<file path="config.mk">
export PLATFORM = sky130hd
export DESIGN_NAME = fb_sync_fifo_flat
export DESIGN_NICKNAME = d
export VERILOG_FILES = /design/src/rtl/fb_sync_fifo_if.sv /design/src/rtl/fb_sync_fifo.sv /design/src/flat_wrapper.sv
export SDC_FILE = /design/constraint.sdc
export NUM_CORES = 1
export LEC_CHECK = 0
export ABC_AREA = 0
export BUFFER_PORTS_ARGS = -buffer_cell sky130_fd_sc_hd__buf_2
export CORE_MARGIN = 2
export CORE_UTILIZATION = 25
export CTS_CLUSTER_DIAMETER = 40
export DETAILED_ROUTE_END_ITERATION = 10
export GPL_TIMING_DRIVEN = 0
export SYNTH_ARGS = -nofsm -noshare
export SYNTH_HDL_FRONTEND = slang
export SYNTH_SLANG_ARGS = --single-unit
</file>
<file path="constraint.sdc">
create_clock -name clk -period 4.3 [get_ports clk]
set_clock_uncertainty 0.2 [all_clocks]
set_input_delay 0.43 -clock clk [delete_from_list [all_inputs] [get_ports clk]]
set_output_delay 0.43 -clock clk [all_outputs]
set_load 0.1 [all_outputs]
</file>
<file path="src/rtl/fb_sync_fifo_if.sv">
// Handshake and status bundle for fb_sync_fifo; master = producer/consumer side, slave = FIFO side.
// WIDTH and DEPTH must match the parameters of the attached fb_sync_fifo.
interface fb_sync_fifo_if #(
  parameter int WIDTH = 32,
  parameter int DEPTH = 8
);
  localparam int CW = $clog2(DEPTH + 1);

  logic             push;
  logic [WIDTH-1:0] in;
  logic             pop;
  logic             clr_err;
  logic [WIDTH-1:0] out;
  logic             full;
  logic             empty;
  logic             almost_full;
  logic             almost_empty;
  logic [CW-1:0]    count;
  logic             overflow;
  logic             underflow;

  modport master (
    output push, in, pop, clr_err,
    input  out, full, empty, almost_full, almost_empty, count, overflow, underflow
  );

  modport slave (
    input  push, in, pop, clr_err,
    output out, full, empty, almost_full, almost_empty, count, overflow, underflow
  );
endinterface

</file>
<file path="src/rtl/fb_sync_fifo.sv">
// Single-clock FIFO, any DEPTH>=2; read latency 1 cycle (FWFT=0) or 0 (FWFT=1, head shown while non-empty).
// No backpressure stall: pushes when full (without a pop) are dropped and flagged, pops when empty are ignored and flagged.
module fb_sync_fifo #(
  parameter int DEPTH         = 8,
  parameter int WIDTH         = 32,
  parameter int AFULL_THRESH  = DEPTH - 2,
  parameter int AEMPTY_THRESH = 1,
  parameter int FWFT          = 0
) (
  input  logic          clk,
  input  logic          rst_n,
  fb_sync_fifo_if.slave bus
);

  localparam int CW = $clog2(DEPTH + 1);
  localparam int PW = (DEPTH > 1) ? $clog2(DEPTH) : 1;

  localparam logic [CW-1:0] DEPTH_C  = CW'(DEPTH);
  localparam logic [CW-1:0] AFULL_C  = CW'(AFULL_THRESH);
  localparam logic [CW-1:0] AEMPTY_C = CW'(AEMPTY_THRESH);
  localparam logic [CW-1:0] CNT_ONE  = CW'(1);
  localparam logic [PW-1:0] PTR_LAST = PW'(DEPTH - 1);
  localparam logic [PW-1:0] PTR_ONE  = PW'(1);

  logic [WIDTH-1:0] mem [DEPTH];
  logic [PW-1:0]    wr_ptr, rd_ptr;
  logic [CW-1:0]    count_q;
  logic             overflow_q, underflow_q;

  logic full, empty;
  logic do_push, do_pop;
  logic ovf_evt, udf_evt;

  // All status flags decode from the registered count only.
  assign full  = (count_q == DEPTH_C);
  assign empty = (count_q == '0);

  // A pop frees the slot this same edge, so a push at full is still accepted.
  assign do_pop  = bus.pop && !empty;
  assign do_push = bus.push && (!full || do_pop);
  assign ovf_evt = bus.push && full && !do_pop;
  assign udf_evt = bus.pop && empty;

  always_ff @(posedge clk) begin
    if (!rst_n) begin
      wr_ptr      <= '0;
      rd_ptr      <= '0;
      count_q     <= '0;
      overflow_q  <= 1'b0;
      underflow_q <= 1'b0;
    end else begin
      if (do_push) begin
        wr_ptr <= (wr_ptr == PTR_LAST) ? '0 : wr_ptr + PTR_ONE;
      end
      if (do_pop) begin
        rd_ptr <= (rd_ptr == PTR_LAST) ? '0 : rd_ptr + PTR_ONE;
      end
      if (do_push && !do_pop) begin
        count_q <= count_q + CNT_ONE;
      end else if (do_pop && !do_push) begin
        count_q <= count_q - CNT_ONE;
      end
      // A new error in the same cycle as clr_err keeps the flag set.
      overflow_q  <= ovf_evt || (overflow_q && !bus.clr_err);
      underflow_q <= udf_evt || (underflow_q && !bus.clr_err);
    end
  end

  // Storage is not reset; writes are still blocked during reset so nothing in flight lands.
  always_ff @(posedge clk) begin
    if (rst_n && do_push) begin
      mem[wr_ptr] <= bus.in;
    end
  end

  generate
    if (FWFT != 0) begin : g_fwft
      assign bus.out = empty ? '0 : mem[rd_ptr];
    end else begin : g_reg
      logic [WIDTH-1:0] out_q;
      always_ff @(posedge clk) begin
        if (!rst_n) begin
          out_q <= '0;
        end else if (do_pop) begin
          out_q <= mem[rd_ptr];
        end
      end
      assign bus.out = out_q;
    end
  endgenerate

  assign bus.full         = full;
  assign bus.empty        = empty;
  assign bus.almost_full  = (count_q >= AFULL_C);
  assign bus.almost_empty = (count_q <= AEMPTY_C);
  assign bus.count        = count_q;
  assign bus.overflow     = overflow_q;
  assign bus.underflow    = underflow_q;

endmodule

</file>
<file path="src/flat_wrapper.sv">
// flat-port wrapper written by rule: the top's interface ports become plain ports
module fb_sync_fifo_flat 
#(
  parameter int DEPTH         = 8,
  parameter int WIDTH         = 32,
  parameter int AFULL_THRESH  = DEPTH - 2,
  parameter int AEMPTY_THRESH = 1,
  parameter int FWFT          = 0
)
  (clk, rst_n, bus_push, bus_in, bus_pop, bus_clr_err, bus_out, bus_full, bus_empty, bus_almost_full, bus_almost_empty, bus_count, bus_overflow, bus_underflow);
  fb_sync_fifo_if #(.WIDTH(WIDTH), .DEPTH(DEPTH)) bus_i ();
  input  logic clk;
  input  logic rst_n;
  input wire logic [$bits(bus_i.push)-1:0] bus_push;
  input wire logic [$bits(bus_i.in)-1:0] bus_in;
  input wire logic [$bits(bus_i.pop)-1:0] bus_pop;
  input wire logic [$bits(bus_i.clr_err)-1:0] bus_clr_err;
  output wire logic [$bits(bus_i.out)-1:0] bus_out;
  output wire logic [$bits(bus_i.full)-1:0] bus_full;
  output wire logic [$bits(bus_i.empty)-1:0] bus_empty;
  output wire logic [$bits(bus_i.almost_full)-1:0] bus_almost_full;
  output wire logic [$bits(bus_i.almost_empty)-1:0] bus_almost_empty;
  output wire logic [$bits(bus_i.count)-1:0] bus_count;
  output wire logic [$bits(bus_i.overflow)-1:0] bus_overflow;
  output wire logic [$bits(bus_i.underflow)-1:0] bus_underflow;
  assign bus_i.push = bus_push;
  assign bus_i.in = bus_in;
  assign bus_i.pop = bus_pop;
  assign bus_i.clr_err = bus_clr_err;
  assign bus_out = bus_i.out;
  assign bus_full = bus_i.full;
  assign bus_empty = bus_i.empty;
  assign bus_almost_full = bus_i.almost_full;
  assign bus_almost_empty = bus_i.almost_empty;
  assign bus_count = bus_i.count;
  assign bus_overflow = bus_i.overflow;
  assign bus_underflow = bus_i.underflow;
  fb_sync_fifo #(.DEPTH(DEPTH), .WIDTH(WIDTH), .AFULL_THRESH(AFULL_THRESH), .AEMPTY_THRESH(AEMPTY_THRESH), .FWFT(FWFT)) u_core (.clk(clk), .rst_n(rst_n), .bus(bus_i));
endmodule
</file>
==> reports/metrics.cfg <==
[outcome]
run_status=completed

[logic_synthesis]
postSynth.asyncResetShare_pct=0
synth_area_sq_mm=0.0115
synth_cell_types=33
synth_ff_type=edfxtp_1
syn-instance-count=709
synth_compound_area_share_pct=7.76
synth_xor_area_share_pct=0.228
synth_top_family_by_area=multiplexers
ys_ff_latch=300
synth_mux_area_share_pct=11.2
synth_simple_gate_area_share_pct=3.21
synth-edff-count=256
ys_seq_area_share_pct=74.4
syn-num-nets=756
syn_area_per_cell_sq_um=16.3
synth_adder_area_share_pct=1.09
yosys_warnings=0

[placement]
post-dp-hpwl_microns=17300
place_ws_ns=1.08
dp_cells=1396
place_congestion=0.698
io_buffers=77

[timing]
tightest_slew_ns=0.962
setup_viol=0
final_max_slew_viol_count=0
setup_ws_ns=1.08
min_period_over_period_pct=75.0
hold_violations=0
fmax_mhz=310
hold_ws_ns=0.0516
slew_headroom_pct=35.6
rsz0062_at_grt=false
fin_crit_ns=3.22

[clock_network]
cts_sinks=300
postCtsSetupRepairBufs=0
clk_pin_slew_worst_paths_ns=0.06
cts-root-buf=clkbuf_16
htree_levels=2
cts_buffers=35
tritoncts=built
clkLatencyLatePin_ns=0.53
cts_buffer_depth=3

[die]
placement_rows=78
initial_core_util_pct=25.3
die_area_sq_mm=0.0478
core_sq_mm=0.0455
die_y_microns=219
boundaryPins=79
die_w_microns=219

[drt]
antenna_left=0
drt_pre_antenna_iters=5
routed-via-count=6435
drc=0
drt_iter0_drc=537
drt_wl_total_microns=27600
wl_per_cell_microns=18.5
viasPerCell=4.31

[hold_path]
holdPathStages=4
hp-start=bus_clr_err
min_path_type=in -> reg
min_to=u_core.bus.underflow

[pwr]
ir_worst_vdd_mv=0.724
combinationalPowerShare_pct=30.7
powerDensity_mw_per_mm2=640
pwr-share-clk_pct=31.9
power_switching_w=0.00344
p_sw_share_pct=37.2
seqPwrFrac_pct=37.4
leakage_nw=4.87
p_total_w=0.00924
power.internal_w=0.00580

[setup_path]
r2r_setup_slack_ns=1.08
start_kind=register
timing.rr.end=u_core.mem[0][2]
reg2reg_from=u_core.bus.count[0]
critPathBufInv=3
ff2ff_path_depth=8
path_cells=inv_1 -> ha_1 -> nand3b_1 -> o21ai_1 -> inv_1 -> nand3b_1 -> nor3_4 -> buf_16
critical_path_class=reg -> reg
max_stage_delay_ns=0.86
endpoint_kind=register
cpLargestDelayFamily=simple AND/OR/NAND/NOR gates
cp_max_fo=11
slowest_stage=nor3_4
worstPathRequired_ns=4.32
worstPathArrival_ns=3.25

[finish]
area_delta_synth_final_pct=25.3
n_antenna_cell=0
nNetsFinal=913
multi_input_area_sq_mm=0.00278
utilization_pct=31.8
nFillCells=4460
instances_no_fill=1493
seq_area_sq_mm=0.00857
drive_gt1_share_pct=20.0

[global_routing]
grt_pass1_vias=6603
grt_start_max_net_pins=21
antenna_found_initial=1
grt_overflow=0
grt_pass1_wl_microns=40700
grt_use_total_pct=11.5

[job]
maxCapViolations=0

[logic make-up after synthesis]
logic type	Yosys count
buf+inv	47
xor+xnor	3
simple gates	78
flops	300
fa+ha+maj	10
mux	129
compound gates	142
[tightest hold or removal path, stage by stage]
cell and delay [ns]:
buf_2 0.09, nor2b_1 0.04, a21oi_1 0.11, nor2b_1 0.05
[synthesized netlist by cell type (2+ instances only)]
cell,instances,area share (%)
dfxtp_1,44,7.6
or3_1,3,0.16
nor2_1,40,1.3
clkbuf_1,14,0.46
mux2i_1,129,11
buf_4,13,0.85
nand2_1,11,0.36
a22oi_1,64,4.2
nor2b_1,5,0.27
a21boi_0,6,0.39
edfxtp_1,256,67
nand2b_1,3,0.16
buf_2,15,0.65
nand3b_1,3,0.20
xor2_1,2,0.15
inv_1,4,0.13
o21ai_0,35,1.5
ha_1,10,1.1
nor3_1,3,0.13
a21oi_1,33,1.4
and2_1,4,0.22
[cells in the final DEF (no fill, tap or decap), types with 3 or more instances in the layout]
cell type	instances
edfxtp_1	256
dfxtp_1	44
buf_16	3
inv_6	4
nor2_1	34
a21boi_0	6
clkbuf_1	20
clkinv_1	6
nor2_4	6
nand3b_1	3
a21oi_1	33
ha_1	10
inv_1	4
mux2i_1	129
bufinv_16	3
dlygate4sd3_1	33
or3_1	3
nor2b_1	5
a22oi_1	64
buf_4	13
nand2_1	11
buf_2	92
nand2b_1	3
buf_12	6
o21ai_0	35
and2_1	4
clkbuf_16	36
[routing by layer]
| metal | track usage (%) | wire (microns) |
|---|---|---|
| met2 | 19.4 | 13300 |
| met5 | 0 | 13 |
| met4 | 3.56 | 635 |
| met3 | 2.51 | 1350 |
| met1 | 14.7 | 12300 |
[state kept, by name (all words and copies together), names as in the netlist]
signal and cells:
u_core.mem 256, u_core.bus.out 32, u_core.bus.count 4, u_core.rd_ptr 3
u_core.wr_ptr 3, u_core.bus.overflow 1, u_core.bus.underflow 1
[power groups by stage]
stage | clock [W] | combinational, W | sequential, W
2_1_floorplan | 0 | 0.00124 | 0.00445
3_3_place_gp | 0 | 0.00279 | 0.00351
3_5_place_dp | 0 | 0.00284 | 0.00352
4_1_cts | 0.00300 | 0.00287 | 0.00346
5_1_grt | 0.00313 | 0.00300 | 0.00347
6_report | 0.00295 | 0.00284 | 0.00345
[layout make-up]
type | instances | share of cell area, %
plain buffers | 42 | 1.56
clock buffers | 43 | 6.49
clock inverters | 21 | 1.59
inverters | 5 | 0.147
multi-input cells | 362 | 19.2
flip-flops and latches | 300 | 59.3
well taps | 600 | 5.20
repair buffers | 120 | 6.46
[how the worst max path moves through the flow]
stage	startpoint	to	slack, ns	cells past startpoint
after global placement	u_core.bus.count[0]	u_core.mem[1][7]	-0.67	7
after CTS	u_core.bus.count[0]	u_core.mem[4][14]	1.04	8
after global routing	u_core.bus.count[0]	u_core.mem[4][14]	0.85	8
after detailed placement	u_core.bus.count[0]	u_core.mem[0][16]	1.08	8
after floorplan	u_core.bus.count[0]	u_core.mem[7][0]	0.27	7
final	u_core.bus.count[0]	u_core.mem[0][2]	1.08	8
[timing repair]
item	4_1_cts	5_1_grt
hold endpoints to repair	252	0
gates resized for setup	0	0
hold buffers	33	0
[stage by stage]
step,TNS [ns],cell area [sq um]
3_3_place_gp,-132.93,12700
2_1_floorplan,0,11500
4_1_cts,0,14400
3_5_place_dp,0,12900
5_1_grt,0,14400
6_report,0,14400
(Power assumes the default switching activity.)
